### src/rtl/mandel_scan_if.sv
// Core-side and framebuffer-side handshake bundle for mandel_scan.
// master = scanner, slave = iteration core plus framebuffer.
interface mandel_scan_if #(
    parameter int FP_WIDTH = 25,
    parameter int ITERW    = 8,
    parameter int ADDRW    = 16
);
    logic                       calc_start;
    logic signed [FP_WIDTH-1:0] calc_re;
    logic signed [FP_WIDTH-1:0] calc_im;
    logic                       calc_done;
    logic [ITERW-1:0]           calc_iter;
    logic                       px_we;
    logic [ADDRW-1:0]           px_addr;
    logic [ITERW-1:0]           px_iter;
    logic                       px_ready;

    modport master (
        output calc_start,
        output calc_re,
        output calc_im,
        input  calc_done,
        input  calc_iter,
        output px_we,
        output px_addr,
        output px_iter,
        input  px_ready
    );

    modport slave (
        input  calc_start,
        input  calc_re,
        input  calc_im,
        output calc_done,
        output calc_iter,
        input  px_we,
        input  px_addr,
        input  px_iter,
        output px_ready
    );
endinterface

### src/rtl/mandel_scan.sv
// Raster frame scanner feeding the Mandelbrot core and framebuffer.
// Optional busy-cycle counter: define MANDEL_SCAN_PERF_EN.
module mandel_scan #(
    parameter int FP_WIDTH = 25,
    parameter int FP_INT   = 4,
    parameter int ITERW    = 8,
    parameter int H_RES    = 320,
    parameter int V_RES    = 180,
    parameter int ADDRW    = $clog2(H_RES * V_RES)
) (
    input  logic                       clk,
    input  logic                       rst_n,
    input  logic                       frame_start,
    input  logic signed [FP_WIDTH-1:0] re_start,
    input  logic signed [FP_WIDTH-1:0] im_start,
    input  logic signed [FP_WIDTH-1:0] step,
    output logic                       busy,
    output logic                       frame_done,
`ifdef MANDEL_SCAN_PERF_EN
    output logic [31:0]                frame_cycles,
`endif
    mandel_scan_if.master              bus
);
    localparam int XW = (H_RES > 1) ? $clog2(H_RES) : 1;
    localparam logic [XW-1:0]    X_LAST = XW'(H_RES - 1);
    localparam logic [ADDRW-1:0] A_LAST = ADDRW'(H_RES * V_RES - 1);

    // Reject a fixed-point format with no fractional or no integer bits
    if (FP_INT < 1 || FP_INT >= FP_WIDTH) begin : g_fp_check
        $error("mandel_scan: FP_INT out of range");
    end

    typedef enum logic [1:0] {
        IDLE,
        ISSUE,
        WAIT,
        WRITE
    } state_t;

    state_t                     state;
    logic [XW-1:0]              x;
    logic signed [FP_WIDTH-1:0] re0;
    logic signed [FP_WIDTH-1:0] stp;

    // Frame walk: issue, wait for the core, write, advance in raster order
    always_ff @(posedge clk or negedge rst_n) begin
        if (!rst_n) begin
            state          <= IDLE;
            x              <= '0;
            re0            <= '0;
            stp            <= '0;
            busy           <= 1'b0;
            frame_done     <= 1'b0;
            bus.calc_start <= 1'b0;
            bus.calc_re    <= '0;
            bus.calc_im    <= '0;
            bus.px_we      <= 1'b0;
            bus.px_addr    <= '0;
            bus.px_iter    <= '0;
        end else begin
            frame_done <= 1'b0;
            unique case (state)
                IDLE: begin
                    if (frame_start) begin
                        re0            <= re_start;
                        stp            <= step;
                        x              <= '0;
                        bus.px_addr    <= '0;
                        bus.calc_re    <= re_start;
                        bus.calc_im    <= im_start;
                        busy           <= 1'b1;
                        bus.calc_start <= 1'b1;
                        state          <= ISSUE;
                    end
                end
                ISSUE: begin
                    bus.calc_start <= 1'b0;
                    state          <= WAIT;
                end
                WAIT: begin
                    if (bus.calc_done) begin
                        bus.px_iter <= bus.calc_iter;
                        bus.px_we   <= 1'b1;
                        state       <= WRITE;
                    end
                end
                WRITE: begin
                    if (bus.px_ready) begin
                        bus.px_we <= 1'b0;
                        if (bus.px_addr == A_LAST) begin
                            frame_done <= 1'b1;
                            busy       <= 1'b0;
                            state      <= IDLE;
                        end else begin
                            bus.px_addr    <= bus.px_addr + 1'b1;
                            bus.calc_start <= 1'b1;
                            state          <= ISSUE;
                            if (x == X_LAST) begin
                                x           <= '0;
                                bus.calc_re <= re0;
                                bus.calc_im <= bus.calc_im - stp;
                            end else begin
                                x           <= x + 1'b1;
                                bus.calc_re <= bus.calc_re + stp;
                            end
                        end
                    end
                end
                default: state <= IDLE;
            endcase
        end
    end

`ifdef MANDEL_SCAN_PERF_EN
    // Busy-cycle counter: cleared on acceptance, saturating, held when idle
    always_ff @(posedge clk or negedge rst_n) begin
        if (!rst_n) begin
            frame_cycles <= '0;
        end else if (state == IDLE && frame_start) begin
            frame_cycles <= '0;
        end else if (busy && frame_cycles != '1) begin
            frame_cycles <= frame_cycles + 32'd1;
        end
    end
`endif
endmodule
### src/flat_wrapper.sv
// flat-port wrapper written by rule: the top's interface ports become plain ports
module mandel_scan_flat 
#(
    parameter int FP_WIDTH = 25,
    parameter int FP_INT   = 4,
    parameter int ITERW    = 8,
    parameter int H_RES    = 320,
    parameter int V_RES    = 180,
    parameter int ADDRW    = $clog2(H_RES * V_RES)
)
  (clk, rst_n, frame_start, re_start, im_start, step, busy, frame_done, bus_calc_start, bus_calc_re, bus_calc_im, bus_calc_done, bus_calc_iter, bus_px_we, bus_px_addr, bus_px_iter, bus_px_ready);
  mandel_scan_if #(.FP_WIDTH(FP_WIDTH), .ITERW(ITERW), .ADDRW(ADDRW)) bus_i ();
  input  logic clk;
  input  logic rst_n;
  input  logic frame_start;
  input  logic signed [FP_WIDTH-1:0] re_start;
  input  logic signed [FP_WIDTH-1:0] im_start;
  input  logic signed [FP_WIDTH-1:0] step;
  output logic busy;
  output logic frame_done;
  output wire logic [$bits(bus_i.calc_start)-1:0] bus_calc_start;
  output wire logic [$bits(bus_i.calc_re)-1:0] bus_calc_re;
  output wire logic [$bits(bus_i.calc_im)-1:0] bus_calc_im;
  input wire logic [$bits(bus_i.calc_done)-1:0] bus_calc_done;
  input wire logic [$bits(bus_i.calc_iter)-1:0] bus_calc_iter;
  output wire logic [$bits(bus_i.px_we)-1:0] bus_px_we;
  output wire logic [$bits(bus_i.px_addr)-1:0] bus_px_addr;
  output wire logic [$bits(bus_i.px_iter)-1:0] bus_px_iter;
  input wire logic [$bits(bus_i.px_ready)-1:0] bus_px_ready;
  assign bus_calc_start = bus_i.calc_start;
  assign bus_calc_re = bus_i.calc_re;
  assign bus_calc_im = bus_i.calc_im;
  assign bus_i.calc_done = bus_calc_done;
  assign bus_i.calc_iter = bus_calc_iter;
  assign bus_px_we = bus_i.px_we;
  assign bus_px_addr = bus_i.px_addr;
  assign bus_px_iter = bus_i.px_iter;
  assign bus_i.px_ready = bus_px_ready;
  mandel_scan #(.FP_WIDTH(FP_WIDTH), .FP_INT(FP_INT), .ITERW(ITERW), .H_RES(H_RES), .V_RES(V_RES), .ADDRW(ADDRW)) u_core (.clk(clk), .rst_n(rst_n), .frame_start(frame_start), .re_start(re_start), .im_start(im_start), .step(step), .busy(busy), .frame_done(frame_done), .bus(bus_i));
endmodule
### config.mk
export PLATFORM = sky130hd
export DESIGN_NAME = mandel_scan_flat
export DESIGN_NICKNAME = d
export VERILOG_FILES = /design/src/rtl/mandel_scan_if.sv /design/src/rtl/mandel_scan.sv /design/src/flat_wrapper.sv
export SDC_FILE = /design/constraint.sdc
export NUM_CORES = 1
export LEC_CHECK = 0
export BUFFER_PORTS_ARGS = -buffer_cell sky130_fd_sc_hd__buf_2
export CAP_MARGIN = 0
export CORE_MARGIN = 3
export CORE_UTILIZATION = 29
export CTS_BUF_LIST = sky130_fd_sc_hd__clkbuf_4 sky130_fd_sc_hd__clkbuf_8 sky130_fd_sc_hd__clkbuf_16
export CTS_CLUSTER_DIAMETER = 150
export CTS_CLUSTER_SIZE = 25
export DETAILED_ROUTE_END_ITERATION = 8
export PLACE_DENSITY_LB_ADDON = 0.05
export SYNTH_ARGS = -nofsm -noshare
export SYNTH_HDL_FRONTEND = slang
export SYNTH_SLANG_ARGS = --single-unit
export TNS_END_PERCENT = 10
### constraint.sdc
create_clock -name clk -period 3.2 [get_ports clk]
set_input_delay 0.8 -clock clk [delete_from_list [all_inputs] [get_ports clk]]
set_output_delay 0.8 -clock clk [all_outputs]
set_load 0.01 [all_outputs]
Yosys cells after proc, flatten, opt, wreduce, memory -nomap -nowiden
Index checks and enable logic that the tools add are counted.
- register bits after elaboration: 139
- logic and storage cells: 76
- add/sub/neg operators: 4
- equal/unequal tests: 11
- multiplexer cells: 37
- reductions and logical operators: 12
- operators with widths (operator ; count):
    25-bit two-way mux ; 8
    25-bit one-hot mux with 2 select lines ; 2
    16-bit two-way mux ; 3
    9-bit two-way mux ; 4
    16-bit one-hot mux with 2 select lines ; 1
    25-bit adder ; 1
    25-bit subtractor ; 1
    9-bit one-hot mux with 2 select lines ; 1
    16-bit by 1-bit adder with 16-bit output (second input constant) ; 1
    16-bit equality test (second input constant) ; 1
    4-bit AND reduction ; 3
    1-bit two-way mux ; 11
    9-bit by 1-bit adder with 9-bit output (second input constant) ; 1
    9-bit equality test (second input constant) ; 1
    2-bit != test (second input constant) ; 4
    2-bit one-hot mux with 4 select lines ; 1
    2-bit two-way mux ; 3
    3-bit AND reduction ; 2
    5-bit AND reduction ; 1
    2-bit equality test (second input constant) ; 2
    2-bit by 1-bit != test with 1-bit output (second input constant) ; 2
    1-bit one-hot mux with 2 select lines ; 2
    2-bit AND reduction ; 2
    2-bit nonzero test ; 2
    other kinds (4) ; 4

Logic depth before layout (Yosys ltp)
- word-level depth: 5
- depth in mapped cells: 11

Least setup slack after synthesis
OpenSTA, ideal clock, no wires.
- path type: register to register
- start: register u_core.bus.calc_re[0]
- end: register u_core.bus.calc_re[16]
- library setup time: 0.126 ns
- arrival time: 2.567 ns
- data required time: 3.074 ns
- slack: 0.506 ns
- stages on the path, launching flop included: 11
- path buffers: 0
- clock period less this slack: 2.694 ns
- path through: dfrtp_1 > ha_1 > fa_1 > a21oi_2 > o21ai_2 > a2111oi_4 > nor3_1 > or3_4 > xnor2_1 > o21ai_1 > a221o_1
- word-level cells in the longest chain between the ends: 5
- ends and longest elaborated chain (element ; line ; source):
    from (decl) ; mandel_scan_if.sv:20 ; output calc_re,
    from (signal assigned) ; mandel_scan.sv:69 ; bus.calc_re <= re_start;
    from (signal assigned) ; mandel_scan.sv:100 ; bus.calc_re <= re0;
    from (signal assigned) ; mandel_scan.sv:104 ; bus.calc_re <= bus.calc_re + stp;
    25-bit adder ; mandel_scan.sv:104 ;
    25-bit two-way mux ; mandel_scan.sv:98 ; if (x == X_LAST) begin
    25-bit two-way mux ; mandel_scan.sv:90 ; if (bus.px_addr == A_LAST) begin
    25-bit two-way mux ; mandel_scan.sv:88 ; if (bus.px_ready) begin
    25-bit one-hot mux with 2 select lines ; mandel_scan.sv:62 ; unique case (state)
Every way passes these cells. The select of a mux whose other input is x is not followed.
A chain may end at the register's enable or synchronous reset.

Worst setup path after layout
- start: register u_core.stp[0]
- end: register u_core.bus.calc_re[16]
- word-level cells in the longest chain between the ends: 5
- ends and longest elaborated chain (element ; line ; source):
    from (decl) ; mandel_scan.sv:43 ; logic signed [FP_WIDTH-1:0] stp;
    from (signal assigned) ; mandel_scan.sv:66 ; stp <= step;
    25-bit adder ; mandel_scan.sv:104 ;
    25-bit two-way mux ; mandel_scan.sv:98 ;
    25-bit two-way mux ; mandel_scan.sv:90 ;
    25-bit two-way mux ; mandel_scan.sv:88 ;
    25-bit one-hot mux with 2 select lines ; mandel_scan.sv:62 ;
Every way passes these cells. The select of a mux whose other input is x is not followed.

==> results.md <==
- Clock root cell: clkbuf_16
- Multiplexer share of the synthesized area: 0.0930
- Design area: 10900 µm²
- DRC violations left: 0
- Number of synthesized flops with an enable pin: 0
- XOR/XNOR share of the synthesized area: 0.0414
- Simple-gate share of the synthesized area: 0.152
- Mapped Nets: 1097
- Post-synthesis register bit count: 139
- Main combinational cell family by area after synthesis: compound AO/OA/AOI/OAI gates
- Ant diodes: 0
- Fill count: 3182
- DRT antenna net count: 0
- Area contributors post-synth: dfrtp_1 39%, mux2_2 7.7%, ha_1 7.6%
- CTS Hold Buffers Added: 0
- Worst Path Max Fanout: 3
- RSZ-0062 raised after global routing: no
- WP data required: 3520 ps
- Final std cells w/o fill: 1525
- CP Launch Type: flop
- HP Class: in2async
- PwrDens: 1270 nW/µm²
- CTS tree: built
- Number of nets in the layout: 1266
- Setup Crit Path Kind: reg2reg
- Synth Area in Compound Gates: 0.205
- # rows: 63
- Share of the synthesized area in the top cell type: 0.391
- Final Wtd Congestion: 0.811
- Fmax: 0.346 GHz
- Status: completed
- Synth area leader: dfrtp_1
- Number of vias per cell: 5.04
- Fin. Hold Viols: 0
- Die area: 32800 µm²
- VDD IR max: 0.000477 V
- Post-DR wirelength/cell: 18.8 µm
- Total negative slack: 0 ps
- Gr usage total: 0.175
- Post-cts resize count: 0
- Most numerous cell in the Yosys netlist: dfrtp_1
- Adder-Cell Fraction of Synth Area: 0.0805
- Leak: 5.11 nW
- HPWL Detailed: 21.6 mm
- DR iter-0 viols: 438
- Placed instance area: 10300 µm²
- Initial core utilization: 0.297
- Overflow after GRT: 0
- Synth Cell Area: 8900 µm²
- Worst setup EP type: flop
- Worst slew pin tran: 683 ps
- Met2 wire len: 13.0 mm
- Initial antenna violation count: 0
- Seq/Total Area, Yosys: 0.391
- Worst skew pair latency: 440 ps
- Fin. max-slew vios: 0
- Slew Limit Headroom: 0.544
- Final core utilization: 0.364
- Layout cell share with drive strength beyond 1: 0.270
- Clock buffer depth: 2
- Maximum capacitance violations: 0
- Post-synth cell types: 74
- Die X: 181 µm
- # IOs: 166
- Final WL: 28.6 mm
- H-Tree Depth: 4
- Synth cell count leaders: 139 x dfrtp_1, 102 x nand2_1, 83 x o21ai_0
- CTS buffer count: 17
- Worst clock skew: 14.3 ps
- Post-Place Cells: 1493
- Syn_area_per_cell: 9.33 µm²
- Largest net degree at the start of global routing: 47
- Vias: 7688
- Met1 wire length: 14.2 mm
- Prevailing post-synth register cell: dfrtp_1
- Reg-to-Reg Start: u_core.stp[0]$_DFFE_PN0P_
- DR WL met3: 1.06 mm
- Post-CTS Repair Setup Buffers: 0
- Ys Warns: 0
- Post-layout minimum cycle time: 2890 ps
- DIE HEIGHT: 181 µm
- Area Overhead vs Synth: 22.5%
- Critical path origin: u_core.stp[0]$_DFFE_PN0P_
- Clock sink count: 139
- Async set-reset flop share out of synthesis: 1.00
- Initial DRT Pass Iterations: 5
- Post-synthesis cell count: 953
- Crit share post-route: 0.903
- Top Metal Used: met4
- Reg clk slew, reported paths: 70 ps
- First-pass GRT wire length: 45.4 mm
- CP Data Arrival Time: 3210 ps
- Final Setup Violations: 0
- Port-buffer cells: 165
- Vias in the first global route: 7885
- Core area: 30000 µm²
## power breakdown
group,internal (mW),switching [mW],total [mW]
registers,2.53,0.681,3.21
logic,3.55,4.84,8.39
clock network,1.35,0.865,2.22
total,7.44,6.38,13.8
## placed cells by master, fill, tap and decap left out, types with 22 or more instances in the layout
cell / netlist / routed
nand2_1: 102 / 101
inv_1: 48 / 48
nand3_1: 29 / 29
o21ai_0: 83 / 83
a21oi_1: 63 / 63
mux2_2: 61 / 61
buf_2: 10 / 164
ha_1: 54 / 53
dfrtp_1: 139 / 139
a21o_1: 22 / 22
xnor2_1: 25 / 25
nor2_1: 57 / 57
## final timing paths
path | endpoint | slack (ps) | cells past startpoint
min | u_core.x[2]$_DFFE_PN0P_ | 320 | 1
min reg2reg | u_core.bus.px_iter[6]$_DFFE_PN0P_ | 500 | 1
max reg2reg | u_core.bus.calc_re[16]$_DFFE_PN0P_ | 310 | 10
min in group clk | u_core.bus.px_iter[6]$_DFFE_PN0P_ | 500 | 1
max | u_core.bus.calc_re[16]$_DFFE_PN0P_ | 310 | 10
max in group asynchronous | u_core.stp[21]$_DFFE_PN0P_ | 2170 | 2
## sequential cells by signal, summed over array words and instances (netlist names), 2 cells and up
name and count:
u_core.stp 25, u_core.bus.calc_im 25, u_core.bus.calc_re 25, u_core.bus.px_addr 16, u_core.bus.px_iter 8, u_core.state 2, u_core.x 9, u_core.re0 25
## stage by stage
step | hold slack (ps) | setup WS, ps | power [mW]
2_1_floorplan | 471 | 506 | 9.20
3_5_place_dp | 487 | 329 | 11.7
3_3_place_gp | 481 | 359 | 11.7
6_report | 316 | 311 | 13.8
5_1_grt | 343 | 171 | 15.1
4_1_cts | 325 | 326 | 14.0
## worst max-delay path: stages, from the launching register on
cell,delay [ps]
dfrtp_1,410
ha_1,220
fa_1,420
a21oi_2,180
o21ai_2,100
a2111oi_4,380
nor3_1,150
or3_4,370
xnor2_1,160
o21ai_1,70
a221o_1,320
## cell type report
cell class | instances | area, µm² | share of cell area
multi-input cells | 728 | 5080 | 0.466
flip-flops and latches | 139 | 3480 | 0.319
repair buffers | 187 | 1020 | 0.0938
well taps | 390 | 488 | 0.0448
clock buffers | 19 | 453 | 0.0416
clock inverters | 13 | 189 | 0.0173
inverters | 49 | 184 | 0.0169
## layer usage
layer	up-vias	GRT usage
met5	-	0
met4	0	0.0399
met3	19	0.0306
met2	150	0.279
met1	3716	0.249
li1	3803	-
## logic make-up after synthesis
| logic type | after synthesis |
|---|---|
| muxes | 75 |
| adders and majority gates | 56 |
| and+or+nand+nor | 279 |
| xor gates and xnor gates | 42 |
| DFF | 139 |
| AOI/OAI and AO/OA | 276 |
| buffers and inverters | 86 |
(Power assumes the default switching activity.)
